`src/rtl/fetch_queue_unit.sv`:
```
// Instruction fetch stage: PC sequencing, in-order imem requests, prefetch queue
// with valid/ready drain, and local BEQZ/BNEZ/J/JR redirect with response squashing.
module fetch_queue_unit #(
  parameter int                    ADDR_WIDTH  = 32,
  parameter int                    INSTR_WIDTH = 32,
  parameter int                    QUEUE_DEPTH = 4,
  parameter logic [ADDR_WIDTH-1:0] RESET_PC    = '0,
  parameter bit                    BIT_REVERSE = 1'b0
) (
  input  logic                   clk,
  input  logic                   reset,
  input  logic                   fetch_en,
  output logic                   imem_req_valid,
  output logic [ADDR_WIDTH-1:0]  imem_req_addr,
  input  logic                   imem_req_ready,
  input  logic                   imem_rsp_valid,
  input  logic [INSTR_WIDTH-1:0] imem_rsp_data,
  output logic                   inst_valid,
  output logic [INSTR_WIDTH-1:0] inst_data,
  output logic [ADDR_WIDTH-1:0]  inst_pc,
  output logic [ADDR_WIDTH-1:0]  inst_pc_plus4,
  input  logic                   inst_ready,
  input  logic                   rd_valid,
  input  logic                   rd_beqz,
  input  logic                   rd_bnez,
  input  logic                   rd_jump,
  input  logic                   rd_jump_reg,
  input  logic                   rd_zero,
  input  logic [ADDR_WIDTH-1:0]  rd_pc,
  input  logic [ADDR_WIDTH-1:0]  rd_imm,
  input  logic [ADDR_WIDTH-1:0]  rd_reg
);

  localparam int PTR_W = $clog2(QUEUE_DEPTH);
  localparam int CNT_W = PTR_W + 1;
  localparam int SQ_W  = PTR_W + 3;
  localparam logic [CNT_W-1:0] FULL_CNT     = CNT_W'(QUEUE_DEPTH);
  localparam logic [SQ_W-1:0]  MAX_INFLIGHT = SQ_W'(2 * QUEUE_DEPTH);

  logic [ADDR_WIDTH-1:0]  fetch_pc_q, fetch_pc_d;
  logic [PTR_W-1:0]       head_q, head_d;
  logic [PTR_W-1:0]       tail_q, tail_d;
  logic [PTR_W-1:0]       fill_q, fill_d;
  logic [CNT_W-1:0]       count_q, count_d;
  logic [CNT_W-1:0]       unfilled_q, unfilled_d;
  logic [SQ_W-1:0]        squash_q, squash_d;
  logic [QUEUE_DEPTH-1:0] filled_q, filled_d;
  logic                   started_q;

  logic [ADDR_WIDTH-1:0]  pc_mem   [QUEUE_DEPTH];
  logic [INSTR_WIDTH-1:0] data_mem [QUEUE_DEPTH];

  logic                   taken;
  logic [ADDR_WIDTH-1:0]  branch_tgt;
  logic [ADDR_WIDTH-1:0]  target_raw;
  logic [ADDR_WIDTH-1:0]  target;
  logic                   queue_full;
  logic                   accept;
  logic                   pop;
  logic                   rsp_fill;
  logic                   rsp_drop;
  logic [INSTR_WIDTH-1:0] rsp_ordered;

  // Optional bit reversal of the returned word, applied before it is stored.
  generate
    for (genvar gi = 0; gi < INSTR_WIDTH; gi++) begin : g_bits
      if (BIT_REVERSE) begin : g_rev
        assign rsp_ordered[gi] = imem_rsp_data[INSTR_WIDTH-1-gi];
      end else begin : g_fwd
        assign rsp_ordered[gi] = imem_rsp_data[gi];
      end
    end
  endgenerate

  assign taken      = rd_valid & (rd_jump | rd_jump_reg |
                                  (rd_beqz & rd_zero) | (rd_bnez & ~rd_zero));
  assign branch_tgt = rd_pc + ADDR_WIDTH'(4) + (rd_imm << 2);
  assign target_raw = rd_jump_reg ? rd_reg : branch_tgt;
  assign target     = {target_raw[ADDR_WIDTH-1:2], 2'b00};

  // Issue uses the registered occupancy, so a pop frees its slot one cycle later.
  assign queue_full     = (count_q == FULL_CNT);
  assign imem_req_valid = started_q & fetch_en & ~taken & ~queue_full;
  assign imem_req_addr  = fetch_pc_q;
  assign accept         = imem_req_valid & imem_req_ready;

  assign inst_valid    = (count_q != '0) & filled_q[head_q];
  assign inst_data     = inst_valid ? data_mem[head_q] : '0;
  assign inst_pc       = inst_valid ? pc_mem[head_q] : '0;
  assign inst_pc_plus4 = inst_pc + ADDR_WIDTH'(4);
  assign pop           = inst_valid & inst_ready;

  assign rsp_drop = imem_rsp_valid & (squash_q != '0);
  assign rsp_fill = imem_rsp_valid & (squash_q == '0) & (unfilled_q != '0) & ~taken;

  always_comb begin
    fetch_pc_d = fetch_pc_q;
    head_d     = head_q;
    tail_d     = tail_q;
    fill_d     = fill_q;
    count_d    = count_q;
    unfilled_d = unfilled_q;
    squash_d   = squash_q;
    filled_d   = filled_q;
    if (taken) begin
      // Everything still outstanding (minus this cycle's discarded response) becomes squash debt.
      fetch_pc_d = target;
      head_d     = '0;
      tail_d     = '0;
      fill_d     = '0;
      count_d    = '0;
      unfilled_d = '0;
      filled_d   = '0;
      squash_d   = squash_q + SQ_W'(unfilled_q) - SQ_W'(imem_rsp_valid);
    end else begin
      if (accept) begin
        fetch_pc_d       = fetch_pc_q + ADDR_WIDTH'(4);
        tail_d           = tail_q + PTR_W'(1);
        filled_d[tail_q] = 1'b0;
      end
      if (pop) begin
        head_d = head_q + PTR_W'(1);
      end
      if (rsp_fill) begin
        fill_d           = fill_q + PTR_W'(1);
        filled_d[fill_q] = 1'b1;
      end
      count_d    = count_q + CNT_W'(accept) - CNT_W'(pop);
      unfilled_d = unfilled_q + CNT_W'(accept) - CNT_W'(rsp_fill);
      squash_d   = squash_q - SQ_W'(rsp_drop);
    end
  end

  always_ff @(posedge clk or posedge reset) begin
    if (reset) begin
      fetch_pc_q <= RESET_PC & ~ADDR_WIDTH'(3);
      head_q     <= '0;
      tail_q     <= '0;
      fill_q     <= '0;
      count_q    <= '0;
      unfilled_q <= '0;
      squash_q   <= '0;
      filled_q   <= '0;
      started_q  <= 1'b0;
    end else begin
      fetch_pc_q <= fetch_pc_d;
      head_q     <= head_d;
      tail_q     <= tail_d;
      fill_q     <= fill_d;
      count_q    <= count_d;
      unfilled_q <= unfilled_d;
      squash_q   <= squash_d;
      filled_q   <= filled_d;
      started_q  <= 1'b1;
    end
  end

  // Payload storage carries no reset; validity lives entirely in the control registers.
  always_ff @(posedge clk) begin
    if (accept) begin
      pc_mem[tail_q] <= fetch_pc_q;
    end
    if (rsp_fill) begin
      data_mem[fill_q] <= rsp_ordered;
    end
  end

  a_rsp_outstanding : assert property (@(posedge clk) disable iff (reset)
    imem_rsp_valid |-> ((squash_q != '0) || (unfilled_q != '0)));
  a_alloc_bound : assert property (@(posedge clk) disable iff (reset)
    count_q <= FULL_CNT);
  a_inflight_bound : assert property (@(posedge clk) disable iff (reset)
    (squash_q + SQ_W'(unfilled_q)) <= MAX_INFLIGHT);

endmodule
```
`config.mk`:
```
export PLATFORM = sky130hd
export DESIGN_NAME = fetch_queue_unit
export DESIGN_NICKNAME = d
export VERILOG_FILES = /design/src/rtl/fetch_queue_unit.sv
export SDC_FILE = /design/constraint.sdc
export NUM_CORES = 1
export LEC_CHECK = 0
export BUFFER_PORTS_ARGS = -buffer_cell sky130_fd_sc_hd__buf_2
export CORE_ASPECT_RATIO = 1.1
export CORE_MARGIN = 8
export CORE_UTILIZATION = 30
export DETAILED_ROUTE_END_ITERATION = 12
export HOLD_SLACK_MARGIN = 0.12
export PLACE_DENSITY_LB_ADDON = 0.1
export RECOVER_POWER = 50
export SETUP_SLACK_MARGIN = 0.5
export SYNTH_ARGS = -nofsm -noshare
export SYNTH_HDL_FRONTEND = slang
export SYNTH_SLANG_ARGS = --single-unit
```
`constraint.sdc`:
```
create_clock -name clk -period 4.5 [get_ports clk]
set_input_delay 0.675 -clock clk [delete_from_list [all_inputs] [get_ports clk]]
set_output_delay 0.675 -clock clk [all_outputs]
set_load 0.03 [all_outputs]
```
==> key figures <==
Outcome
  – Status: finished, violations left
  – Violated checks: max-capacitance violations, max-slew violations

Floorplan
  – Die W: 232 um
  – IO Pins: 270
  – Row count: 87
  – Initial Utilization: 30.2%
  – Core box area: 51,100 um^2
  – Die Area: 58,900 um^2
  – Die H: 254 um

Routing
  – Antenna-violating nets left: 0
  – Via density: 4.84
  – Residual DRC: 0
  – Drt first pass iters: 4
  – Drt total wl: 43,900 um
  – Violation count after the first detailed-route iteration: 455
  – DR WL/cell: 20.4 um
  – Via count: 10,420

Synth
  – FFs w/ async S/R, synth: 17.3%
  – Main synth FF type: edfxtp_1
  – Warnings from Yosys: 0
  – Fraction of the yosys area taken by sequential cells: 56.7%
  – Cell variety after synth: 66
  – Post-synth EDFFs: 248
  – Top cells by area, synth: edfxtp_1 48%, mux4_2 8.6%, dfrtp_1 8.4%
  – Cell area after synthesis: 15,400 um^2
  – Post-synth top area cell: edfxtp_1
  – Cell count after synthesis: 1,165
  – Share of the synthesized area in the top cell type: 48.3%
  – Yosys reg bits: 300
  – Syn Area/Cell: 13.2 um^2

Pwr
  – VDD IR max: 0.210 mV
  – Pwr Total: 6.98 mW
  – Leak: 7.31 nW
  – Pwr Density: 368 nW/um^2

Clocking
  – H-tree depth: 2
  – Worst-skew pair later-pin latency: 0.53 ns
  – CTS Buf Count: 34
  – Clock buffer depth: 3
  – Sink Count: 300
  – CTS tree: yes
  – Clock Tree Root: clkbuf_16
  – CTS Hold Bufs: 0
  – Clock transition at path regs: 0.06 ns

Cells and area
  – Filler cells: 5,046
  – Syn-to-layout area delta: 22.9%
  – Fraction of layout cells with a size suffix above 1: 27.0%
  – # nets final: 1,686
  – Fin area: 19,000 um^2
  – Final std cells w/o fill: 2,155

Worst setup path
  – WS Path Type: flip-flop to primary output
  – CP required: 3.83 ns
  – Critical Path AT: 3.38 ns
  – CP startpoint kind: flip-flop
  – Endpoint type of the worst setup path: primary output
  – Crit path max fanout: 4

Global routing
  – Initial antenna violation count: 0
  – First-pass GRT wire length: 67,000 um
  – Total track usage: 14.6%
  – Largest net degree at the start of global routing: 53
  – Vias in the first global route: 11,200
  – GRT overflow: 0

Timing
  – Hold Vio Cnt, Final: 0
  – Clk_skew: 0.0289 ns
  – Slew headroom: -99.0%
  – Final Cycle Share: 90.2%
  – RSZ-0062 raised after global routing: true
  – WHS: 0.400 ns
  – FMAX: 246 MHz
  – Worst-Margin Slew: 2.99 ns
  – Final Max Slew Viols: 65
  – Final setup fails: 0
  – Sum of negative setup slack: 0 ns
  – Tmin final: 4.06 ns

Place
  – Final Wtd Congestion: 0.825
  – Cell Area, Placed: 17,600 um^2
  – Hpwl dp: 32,400 um
  – Placed Cells: 2,073
  – Number of port buffers: 257

Flow run
  – Max-cap viol count: 2

Min path
  – Worst hold path class: input pin to flip-flop
[layout by cell type, fill, tap and decap left out, drive strengths merged, types with 4 or more instances in the layout]
cell	n
o21bai	4
ha	80
a211oi	14
nor2	64
nor2b	8
nand2	84
o21ai	29
clkinv	10
and2	65
a21oi	67
a21o	7
clkbuf	117
o22ai	6
a22oi	8
inv	51
o21a	6
and4	5
or2	7
xor2	31
nand4	17
a31oi	6
nor3	13
mux2	6
dfrtp	52
and3	24
xnor2	55
buf	236
or3	5
mux4	59
nand3	26
fa	4
conb	7
nor4	9
edfxtp	248
mux2i	14
[final cells by class]
class	instances	area (um^2)	share of cell area, %
multi-input cells	769	6430	33.9
clock buffers	46	937	4.94
repair buffers	307	1690	8.89
clock inverters	14	124	0.653
well taps	667	835	4.40
diodes	2	5.00	0.0264
inverters	50	190	1.00
flip-flops and latches	300	8760	46.2
[cell families after synthesis]
group / share of synthesized area, %
compound gates: 7.33
other cells: 0.0487
buf+inv: 2.82
flops: 56.7
mux: 9.96
fa+ha+maj: 7.01
xor+xnor: 4.88
simple gates: 11.2
[per-layer routing]
layer  global-route usage, %  part of all wire [%]  up-vias
met5                       0                     0        -
met2                    24.2                    48      266
met3                    3.65                   6.4       60
met4                    3.87                   2.0        0
met1                    18.9                    44     5131
li1                        -                     -     4963
[sequential cells by signal (all words and copies together), names as in the netlist]
signal and flops:
data_mem 128, imem_req_addr 30, unfilled_q 3, started_q 1, fill_q 2, pc_mem 120
head_q 2, filled_q 4, count_q 3, squash_q 5, tail_q 2
[final timing paths]
check	from	end	slack (ns)	cells after the start
max in group asynchronous	reset	head_q[1]	1.11	3
hold reg to reg	squash_q[4]	squash_q[4]	0.47	1
setup / recovery	head_q[1]	inst_pc_plus4[25]	0.44	10
setup reg to reg	count_q[1]	count_q[2]	1.12	14
min in group asynchronous	reset	squash_q[1]	1.29	3
hold / removal	imem_rsp_data[14]	data_mem[2][14]	0.40	1
[where the power goes]
part,switching [mW],internal [mW]
clock network,1.09,1.53
logic,0.637,0.407
registers,0.172,3.14
[synth_stat cells (4+ instances only)]
master    number
edfxtp_1     248
nand2_1       84
ha_1          80
a21oi_1       67
and2_1        64
nor2_1        64
mux4_2        59
xnor2_1       55
dfrtp_1       52
inv_1         50
xor2_1        31
o21ai_0       29
clkbuf_1      28
nand3_1       25
and3_1        24
nand4_1       17
a211oi_1      14
mux2i_1       14
nor3_1        13
buf_2          9
a22oi_1        8
buf_4          8
nor2b_1        8
nor4_1         8
a21o_1         7
a31oi_1        6
mux2_2         6
o21a_1         6
o22ai_1        6
or2_2          6
and4_1         5
or3_1          5
buf_1          4
fa_1           4
o21bai_1       4
[through the flow]
| step | worst slack [ns] | util (%) |
|---|---|---|
| floorplan | 0.577 | - |
| global placement | 0.552 | 34.4 |
| detailed placement | 0.502 | 34.4 |
| CTS | 0.352 | 37.0 |
| global route | 0.253 | 37.1 |
| finish | 0.441 | 37.1 |
[timing repair]
action	CTS	global route
hold endpoints to repair	0	0
gates cloned	0	0
setup endpoints to repair	22	18
setup buffers	13	7
resized for setup	37	36
pin swaps	10	11
[worst max-delay path, stage by stage, from the launching register on]
cell and delay (ns):
dfrtp_4 0.50, buf_6 0.14, mux2i_2 0.15, or2_4 0.29, o32a_4 0.39, nor4_4 0.29
nand3_2 0.15, or4_4 0.50, buf_4 0.17, xnor2_2 0.13, buf_6 0.15
No activity file was read; power rests on OpenSTA's default activity.
